`src/rtl/shift_seq.sv`:
```
// Sequenced shift register: loads a value in parallel, then runs a counted
// burst of shifts or rotates. busy covers the burst, and done pulses for one
// cycle after the last shift.
module shift_seq #(
  parameter int unsigned BIT_WIDTH = 8,
  parameter int unsigned CNT_WIDTH = 4
) (
  input  logic                 clock,
  input  logic                 reset,
  input  logic                 load,
  input  logic [BIT_WIDTH-1:0] data,
  input  logic                 start,
  input  logic [CNT_WIDTH-1:0] count,
  input  logic [2:0]           mode,
  input  logic                 bit_in,
  output logic [BIT_WIDTH-1:0] q,
  output logic                 bit_out,
  output logic                 busy,
  output logic                 done
);

  localparam int unsigned MSB = BIT_WIDTH - 1;

  localparam logic [2:0] MODE_SHR = 3'b000;
  localparam logic [2:0] MODE_SHL = 3'b001;
  localparam logic [2:0] MODE_ROR = 3'b010;
  localparam logic [2:0] MODE_ROL = 3'b011;
  localparam logic [2:0] MODE_ASR = 3'b100;

  typedef enum logic {
    IDLE  = 1'b0,
    SHIFT = 1'b1
  } state_e;

  state_e                 state_q, state_d;
  logic [CNT_WIDTH-1:0]   cnt_q,   cnt_d;
  logic [2:0]             mode_q,  mode_d;
  logic [BIT_WIDTH-1:0]   q_q,     q_d;
  logic                   bit_out_q, bit_out_d;
  logic                   done_q,  done_d;

  // Result of a single step in the latched mode. Modes 101-111 hold.
  logic [BIT_WIDTH-1:0]   shift_q_c;
  logic                   shift_bo_c;

  // One-step shift and rotate datapath
  always_comb begin
    shift_q_c  = q_q;
    shift_bo_c = bit_out_q;
    case (mode_q)
      MODE_SHR: begin
        shift_q_c  = {bit_in, q_q[MSB:1]};
        shift_bo_c = q_q[0];
      end
      MODE_SHL: begin
        shift_q_c  = {q_q[MSB-1:0], bit_in};
        shift_bo_c = q_q[MSB];
      end
      MODE_ROR: begin
        shift_q_c  = {q_q[0], q_q[MSB:1]};
        shift_bo_c = q_q[0];
      end
      MODE_ROL: begin
        shift_q_c  = {q_q[MSB-1:0], q_q[MSB]};
        shift_bo_c = q_q[MSB];
      end
      MODE_ASR: begin
        shift_q_c  = {q_q[MSB], q_q[MSB:1]};
        shift_bo_c = q_q[0];
      end
      default: begin
        shift_q_c  = q_q;
        shift_bo_c = bit_out_q;
      end
    endcase
  end

  // Next-state and next-output logic for the IDLE/SHIFT sequencer
  always_comb begin
    state_d   = state_q;
    cnt_d     = cnt_q;
    mode_d    = mode_q;
    q_d       = q_q;
    bit_out_d = bit_out_q;
    done_d    = 1'b0;

    if (state_q == IDLE) begin
      // load has priority over start when both are requested together
      if (load) begin
        q_d = data;
      end else if (start) begin
        if (count != '0) begin
          cnt_d   = count;
          mode_d  = mode;
          state_d = SHIFT;
        end else begin
          // A zero-length burst finishes immediately
          done_d = 1'b1;
        end
      end
    end else begin
      // Control inputs are ignored here; only bit_in feeds the datapath
      q_d       = shift_q_c;
      bit_out_d = shift_bo_c;
      cnt_d     = cnt_q - CNT_WIDTH'(1);
      if (cnt_q == CNT_WIDTH'(1)) begin
        state_d = IDLE;
        done_d  = 1'b1;
      end
    end
  end

  // State and output registers with synchronous reset
  always_ff @(posedge clock) begin
    if (reset) begin
      state_q   <= IDLE;
      cnt_q     <= '0;
      mode_q    <= '0;
      q_q       <= '0;
      bit_out_q <= 1'b0;
      done_q    <= 1'b0;
    end else begin
      state_q   <= state_d;
      cnt_q     <= cnt_d;
      mode_q    <= mode_d;
      q_q       <= q_d;
      bit_out_q <= bit_out_d;
      done_q    <= done_d;
    end
  end

  assign q       = q_q;
  assign bit_out = bit_out_q;
  assign busy    = (state_q == SHIFT);
  assign done    = done_q;

endmodule

```
`config.mk`:
```
export PLATFORM = sky130hd
export DESIGN_NAME = shift_seq
export DESIGN_NICKNAME = d
export VERILOG_FILES = /design/src/rtl/shift_seq.sv
export SDC_FILE = /design/constraint.sdc
export NUM_CORES = 1
export LEC_CHECK = 0
export CAP_MARGIN = 20
export CORE_UTILIZATION = 50
export CTS_BUF_LIST = sky130_fd_sc_hd__clkbuf_8
export DETAILED_ROUTE_END_ITERATION = 10
export PLACE_DENSITY_LB_ADDON = 0.3
export SYNTH_ARGS = -nofsm -noshare
export SYNTH_HDL_FRONTEND = slang
export SYNTH_SLANG_ARGS = --single-unit
```
`constraint.sdc`:
```
create_clock -name clock -period 3.7 [get_ports clock]
set_clock_uncertainty 0.15 [all_clocks]
set_input_delay 0.555 -clock clock [delete_from_list [all_inputs] [get_ports clock]]
set_output_delay 0.555 -clock clock [all_outputs]
set_load 0.01 [all_outputs]
```
==> impl_metrics.ini, run 1 <==
[final_layout]
antennaDiodeCount = 0
drive_gt1_share_pct = 10.0
area_growth_pct = 36.4
layout.nets = 163
fin_util_pct = 74.9

[routing]
routedWlPerCell_um = 13.7
wirelength_um = 2260
viasPerCell = 5.61
drc = 0
drt-initial-drc-count = 10
vias = 925
drtAntennaViolNets = 0
first_pass_iters = 4

[clock_network]
cts_buffers = 3
cts_resized = 0
clk_path_buf_depth = 2
clk_pin_slew_ns = 0.07
h-tree-depth = 1
cts.sink_count = 18
clk_latency_ns = 0.26
clockRootBuffer = clkbuf_8
cts_setup_buffers = 0
hold_buffers = 0
tritoncts = built

[sta]
fin_crit_ns = 2.52
setup_tns_ns = 0
min_period_over_period_pct = 68.2
holdWs_ns = 0.354
hold_viol_final = 0
relSlewSlack_pct = 43.1
drv_slew = 0
setup_viol = 0
rsz0062_at_grt = no
timing.fmax_mhz = 396
worst_pin_slew_ns = 0.852

[critical_path]
cp_num_cells = 1
cpPeakStageDelay_ns = 0.88
setup.worst_path.end = busy
start_kind = register
r2r_cells = 4
rrSetupSlack_ns = 1.46
worstReg2RegEnd = q[0]
critPathRequiredTime_ns = 2.99
worstPathMaxFanout = 25
rr_startpoint = busy
worstPathArrival_ns = 1.82
worstSetupEndpointType = output port
crit_family = flip-flops
startpoint = busy
cp_slowest_cell = dfxtp_1
criticalPathCategory = reg -> out
worstPathCellList = clkdlybuf4s50_1
crit_buf_inv = 1

[global_route]
grt_start_max_net_pins = 26
grt_pass1_vias = 825
overflow = 0
track_usage_pct = 24.5
antenna_found_initial = 0
grt_pass1_wl_um = 3660

[logic_synthesis]
synth_area_leader_cell = dfxtp_1
avgSynthCellArea_um2 = 8.75
synth.ff_latch_count = 18
synthFlopType = dfxtp_1
syn-cell-area_um2 = 980
synth_edf_count = 0
mappedNetlistNets = 134
ys_async_sr_fraction_pct = 0
synth_cell_types = 34
ys_warn_count = 0
synth_cells = 112
synth-seq-area-share_pct = 36.8
synth_area_leaders = dfxtp_1, mux2i_1, nor2_1
synth_top_area_share_pct = 36.8

[placement]
dp_hpwl_um = 1590
place_congestion = 0.762
io_buffer_count = 30

[floorplanning]
die_x_um = 46.3
die_h_um = 46.3
initial_utilization_pct = 54.9
num_rows = 15
die-area_um2 = 2140
core_area_um2 = 1780
ios = 31

[pwr]
pwr_density_cell_nw_per_um2 = 382
power_uw = 511
ir_drop_v = 0.000253
p_leak_nw = 0.476

[min_path]
min-delay-path-class = reg -> reg

[job]
cap_violations = 0

[outcome]
status = complete, no violations
[how the worst min path moves through the flow]
stage                         from  endpoint  slack, ns  cells past startpoint
after global placement    cnt_q[1]  cnt_q[1]       0.33                      2
after detailed placement  cnt_q[1]  cnt_q[1]       0.33                      2
after CTS                     q[5]      q[5]       0.35                      2
final                         q[5]      q[5]       0.35                      2
after floorplan           cnt_q[1]  cnt_q[1]       0.31                      2
after global routing          q[5]      q[5]       0.37                      2
[metrics by stage]
stage	std cells	worst slack, ns	area [um2]
floorplan	112	2.12	980
global placement	161	1.50	1280
detailed placement	161	1.47	1280
CTS	165	1.18	1340
global route	165	1.11	1340
finish	165	1.18	1340
[synth_stat cells, types with 3 or more instances]
cell type / n
nand2_1: 13
a21oi_2: 4
inv_1: 3
a21oi_1: 8
a211o_1: 6
mux2i_1: 12
clkbuf_1: 3
nor2_1: 16
dfxtp_1: 18
[placed cells by master, fill, tap and decap left out, types with 3 or more instances in the layout]
cell type	n
nor2_1	16
clkbuf_8	4
clkdlybuf4s50_1	30
a21oi_2	4
a211o_1	6
dfxtp_1	18
inv_1	3
a21oi_1	8
nand2_1	13
mux2i_1	12
[tightest hold or removal path, stage by stage, from the launching register on]
cell and delay, ns:
dfxtp_1 0.34, nand2_1 0.07, a21oi_1 0.06
[metal layers]
metal	global-route usage, %	share of wire (%)
met4	8.82	1.5
met2	38.9	45
met1	32.0	47
met5	0	0
met3	5.88	6.3
[sequential cells by signal, indices dropped and copies added, names as in the netlist]
register	cells
done	1
bit_out	1
cnt_q	4
mode_q	3
busy	1
q	8
[cells by family (layout without fill, tap and decap cells)]
family,Yosys count,in the layout,synth area share (%)
DFF,18,18,36.8
xor gates and xnor gates,1,1,0.894
and+or+nand+nor,39,39,19.8
adders and majority gates,2,2,2.55
buffers and inverters,10,38,4.60
AOI/OAI and AO/OA,30,30,23.1
muxes,12,12,12.3
[where the power goes]
group          switching [mW]  internal [mW]
Sequential             0.0227          0.210
Combinational          0.0494         0.0673
Clock                  0.0670         0.0946
Total                   0.139          0.372
[final cells by class]
class	instances	area, um2
inverters	4	15.0
repair buffers	30	300
well taps	25	31.3
clock buffers	4	55.1
fillers	128	447
multi-input cells	84	574
flip-flops and latches	18	360
Note: power is estimated with default switching activity, not from simulation.
==> run 2: changes to the inputs <==
--- a/config.mk
+++ b/config.mk
@@ -6,7 +6,7 @@
 export NUM_CORES = 1
 export LEC_CHECK = 0
 export CAP_MARGIN = 20
-export CORE_UTILIZATION = 50
+export CORE_UTILIZATION = 47
 export CTS_BUF_LIST = sky130_fd_sc_hd__clkbuf_8
 export DETAILED_ROUTE_END_ITERATION = 10
 export PLACE_DENSITY_LB_ADDON = 0.3
==> constraint.sdc (replaced) <==
create_clock -name clock -period 2.5 [get_ports clock]
set_clock_uncertainty 0.15 [all_clocks]
set_input_delay 0.375 -clock clock [delete_from_list [all_inputs] [get_ports clock]]
set_output_delay 0.375 -clock clock [all_outputs]
set_load 0.01 [all_outputs]
==> run 2 against run 1 <==
Effect of this change:
- cell count rose by 2.4%
- routed wire length rose by 3.6%
- critical path type unchanged
- clock power rose by 45%
- critical endpoint unchanged
- total power rose by 48%
- setup slack got worse by 0.70 ns
- sequential share of layout area fell by 0.35 points
- sequential cell count did not move
- largest power group unchanged
- via count rose by 2.4%
- critical path depth did not move
- non-clock buffer count rose by 2
- highest routed layer unchanged
- register-to-register slack got worse by 0.88 ns
- count of clock-buffer cells in the layout did not move
==> impl_metrics.ini, run 2 (synthesis results as in run 1) <==
[pwr]
power_uw = 755
ir_drop_v = 0.000366
pwr_density_cell_nw_per_um2 = 558
p_leak_nw = 0.486

[sta]
rsz0062_at_grt = no
setup_viol = 0
min_period_over_period_pct = 81.1
fin_crit_ns = 2.03
setup_tns_ns = 0
worst_pin_slew_ns = 0.781
relSlewSlack_pct = 47.8
holdWs_ns = 0.350
hold_viol_final = 0
setup_ws_ns = 0.471
drv_slew = 0
timing.fmax_mhz = 493

[final_layout]
n_fill_cell = 177
drive_gt1_share_pct = 11.3
largest_reg_flops = 8
area_growth_pct = 38.2
multiInputGateArea_um2 = 574
antennaDiodeCount = 0
layout.nets = 165
layout_commonest_cell = clkdlybuf4s50_1
postLayoutCellArea_um2 = 1350
register_area_um2 = 360
mostFrequentLayoutCells = clkdlybuf4s50_1, dfxtp_1, nor2_1

[floorplanning]
ios = 31
die_h_um = 47.7
die-area_um2 = 2270
num_rows = 16
die_x_um = 47.7
core_area_um2 = 1960
initial_utilization_pct = 49.9

[min_path]
min_from = q[3]
hold_path_depth = 2
min-delay-path-class = reg -> reg

[global_route]
grt_start_max_net_pins = 19
grt_pass1_wl_um = 3680
antenna_found_initial = 0
overflow = 0
track_usage_pct = 23.0
grt_pass1_vias = 890

[clock_network]
cts_buffers = 3
clk_latency_ns = 0.25
h-tree-depth = 1
clk_pin_slew_ns = 0.07
cts_setup_buffers = 0
tritoncts = built
clockRootBuffer = clkbuf_8
clk_path_buf_depth = 2
cts.sink_count = 18
cts_resized = 0
hold_buffers = 0

[critical_path]
cpPeakStageDelay_ns = 0.63
crit_family = buffers and inverters
startpoint = busy
rr_startpoint = busy
start_kind = register
criticalPathCategory = reg -> out
r2r_cells = 4
cp_num_cells = 1
worstPathArrival_ns = 1.50
crit_buf_inv = 1
cp_slowest_cell = clkdlybuf4s50_1
worstPathCellList = clkdlybuf4s50_1
worstSetupEndpointType = output port
critPathRequiredTime_ns = 1.98
worstPathMaxFanout = 13

[routing]
drt-initial-drc-count = 22
drc = 0
vias = 947
viasPerCell = 5.60
first_pass_iters = 5
drtAntennaViolNets = 0
routedWlPerCell_um = 13.9
wirelength_um = 2350

[placement]
place_area_um2 = 1300
pre_cts_ws_ns = 0.509
dp_hpwl_um = 1700
place_congestion = 0.761
io_buffer_count = 30

[job]
cap_violations = 0

[outcome]
status = complete, no violations
[run 2: cell count changes in the layout (fill, tap and decap cells not counted), sizes merged]
| cell | delta |
|---|---|
| buf | +2 |
[run 2: path summary, 6_finish.rpt]
check | to | slack, ns
setup / recovery | busy | 0.47
setup reg to reg | q[0] | 0.58
hold / removal | q[3] | 0.35
hold reg to reg | q[3] | 0.35
[run 2: cell type report]
class | count | share of cell area [%]
Multi-Input combinational cell | 84 | 42.4
Sequential cell | 18 | 26.6
Timing Repair Buffer | 32 | 23.3
Clock buffer | 4 | 4.07
Tap cell | 27 | 2.50
Inverter | 4 | 1.11
[run 2: metrics by stage]
| step | util (%) | cells |
|---|---|---|
| after floorplan | - | 112 |
| final | 69.0 | 169 |
| after global routing | 69.0 | 169 |
| after global placement | 66.2 | 165 |
| after CTS | 69.0 | 169 |
| after detailed placement | 66.2 | 165 |
[run 2: per-layer routing]
| metal | GRT usage (%) | up-vias | part of all wire [%] |
|---|---|---|---|
| li1 | - | 463 | - |
| met5 | 0 | - | 0 |
| met4 | 7.78 | 0 | 0.98 |
| met1 | 27.1 | 444 | 43 |
| met2 | 41.9 | 36 | 50 |
| met3 | 4.15 | 4 | 5.8 |
[run 2: power breakdown]
part / switching, mW / total [mW] / internal (mW)
clock network: 0.0956 / 0.235 / 0.140
logic: 0.0777 / 0.179 / 0.102
registers: 0.0295 / 0.340 / 0.311
total: 0.203 / 0.755 / 0.552
[run 2: worst register-to-register path, stage by stage, from the launching register on]
cell      delay (ns)
dfxtp_1         0.62
inv_2           0.17
o21bai_2        0.53
a21oi_1         0.11
a221oi_2        0.25
==> run 3: changes to the inputs <==
==> constraint.sdc (replaced) <==
create_clock -name clock -period 2.1 [get_ports clock]
set_clock_uncertainty 0.15 [all_clocks]
set_input_delay 0.315 -clock clock [delete_from_list [all_inputs] [get_ports clock]]
set_output_delay 0.315 -clock clock [all_outputs]
set_load 0.01 [all_outputs]
==> run 3 against run 2 <==
Effect of this change:
- total power rose by 20%
- combinational power rose by 21%
- register-to-register slack got worse by 0.28 ns
- setup slack got worse by 0.25 ns
- via count shrank 2.3%
- critical path depth did not move
- hold slack hardly changed
- sequential cell count unchanged
- sequential power increased by 19%
- largest cell class unchanged
==> impl_metrics.ini, run 3 (synthesis results as in run 1) <==
[floorplanning]
die-area_um2 = 2270
initial_utilization_pct = 49.9
core_area_um2 = 1960
die_x_um = 47.7
num_rows = 16
die_h_um = 47.7
ios = 31

[final_layout]
area_growth_pct = 39.7
drive_gt1_share_pct = 12.5
n_fill_cell = 179
layout_commonest_cell = clkdlybuf4s50_1
mostFrequentLayoutCells = clkdlybuf4s50_1, dfxtp_1, nor2_1
antennaDiodeCount = 0
layout.nets = 167
fin_cells = 171
largest_reg_flops = 8

[global_route]
grt_pass1_wl_um = 3510
overflow = 0
antenna_found_initial = 0
track_usage_pct = 22.6
grt_pass1_vias = 859
grt_start_max_net_pins = 17

[critical_path]
crit_buf_inv = 1
critPathRequiredTime_ns = 1.63
cpPeakStageDelay_ns = 0.61
worstPathArrival_ns = 1.42
criticalPathCategory = reg -> out
start_kind = register
cp_slowest_cell = clkdlybuf4s50_1
worstPathMaxFanout = 11
worstSetupEndpointType = output port
crit_family = buffers and inverters
worstPathCellList = clkdlybuf4s50_1

[routing]
drc = 0
drt-initial-drc-count = 13
vias = 925
wirelength_um = 2350
viasPerCell = 5.41
drtAntennaViolNets = 0
first_pass_iters = 4
routedWlPerCell_um = 13.7

[clock_network]
h-tree-depth = 1
cts_resized = 0
cts_buffers = 3
clk_pin_slew_ns = 0.07
clk_path_buf_depth = 2
cts_setup_buffers = 0
hold_buffers = 0
clockRootBuffer = clkbuf_8
cts.sink_count = 18
tritoncts = built
clk_latency_ns = 0.25

[pwr]
p_leak_nw = 0.496
ir_drop_v = 0.000501
p_switching_uw = 243
combPwrFrac_pct = 23.9
pwr-share-clk_pct = 31.3
pwr_density_cell_nw_per_um2 = 659
netSwitchingFraction_pct = 26.9
internal_power_uw = 659
pwr-share-seq_pct = 44.8

[sta]
setup_viol = 0
worst_pin_slew_ns = 0.620
rsz0062_at_grt = no
fin_crit_ns = 1.88
relSlewSlack_pct = 58.5
setup_tns_ns = 0
timing.fmax_mhz = 531
min_period_over_period_pct = 89.6
setup_ws_ns = 0.218
drv_slew = 0
hold_viol_final = 0

[placement]
dp_hpwl_um = 1730
pre_cts_ws_ns = 0.180
dp.cells = 167
place_congestion = 0.749
io_buffer_count = 30

[min_path]
min-delay-path-class = reg -> reg

[job]
cap_violations = 0

[outcome]
status = complete, no violations
[run 3: area by class of cell]
type / count / area (um2) / area share, %
Multi-Input combinational cell: 84 / 574 / 42.0
Sequential cell: 18 / 360 / 26.3
Timing Repair Buffer: 34 / 330 / 24.1
Clock buffer: 4 / 55.1 / 4.02
Tap cell: 27 / 33.8 / 2.47
Inverter: 4 / 15.0 / 1.10
[run 3: power by group through the flow]
stage | Clock (mW) | Combinational, mW | Sequential, mW
floorplan | 0 | 0.117 | 0.410
global placement | 0 | 0.210 | 0.410
detailed placement | 0 | 0.215 | 0.411
CTS | 0.288 | 0.217 | 0.404
global route | 0.302 | 0.234 | 0.408
finish | 0.282 | 0.216 | 0.404
[run 3: stage by stage]
step	hold slack [ns]	power (mW)	util [%]	area, um2
4_1_cts	0.354	0.909	69.8	1370
5_1_grt	0.375	0.945	69.8	1370
6_report	0.350	0.902	69.8	1370
3_5_place_dp	0.347	0.626	67.0	1310
3_3_place_gp	0.333	0.620	67.0	1310
2_1_floorplan	0.308	0.527	-	980
[run 3: per-layer routing]
| layer | track usage (%) | vias to the layer above | part of all wire, % |
|---|---|---|---|
| met5 | 0 | - | 0 |
| met4 | 8.33 | 0 | 1.3 |
| met3 | 6.42 | 5 | 4.0 |
| met2 | 42.5 | 23 | 52 |
| met1 | 23.7 | 431 | 42 |
| li1 | - | 466 | - |
[run 3: worst paths after layout]
path | cells after the start | from | to | slack, ns
setup / recovery | 1 | busy | busy | 0.22
hold / removal | 2 | q[3] | q[3] | 0.35
setup reg to reg | 4 | busy | q[0] | 0.30
hold reg to reg | 2 | q[3] | q[3] | 0.35
[run 3: tightest hold or removal path, stage by stage (launching register included)]
cell and delay [ns]:
dfxtp_1 0.34, nand2_1 0.06, a21oi_1 0.05
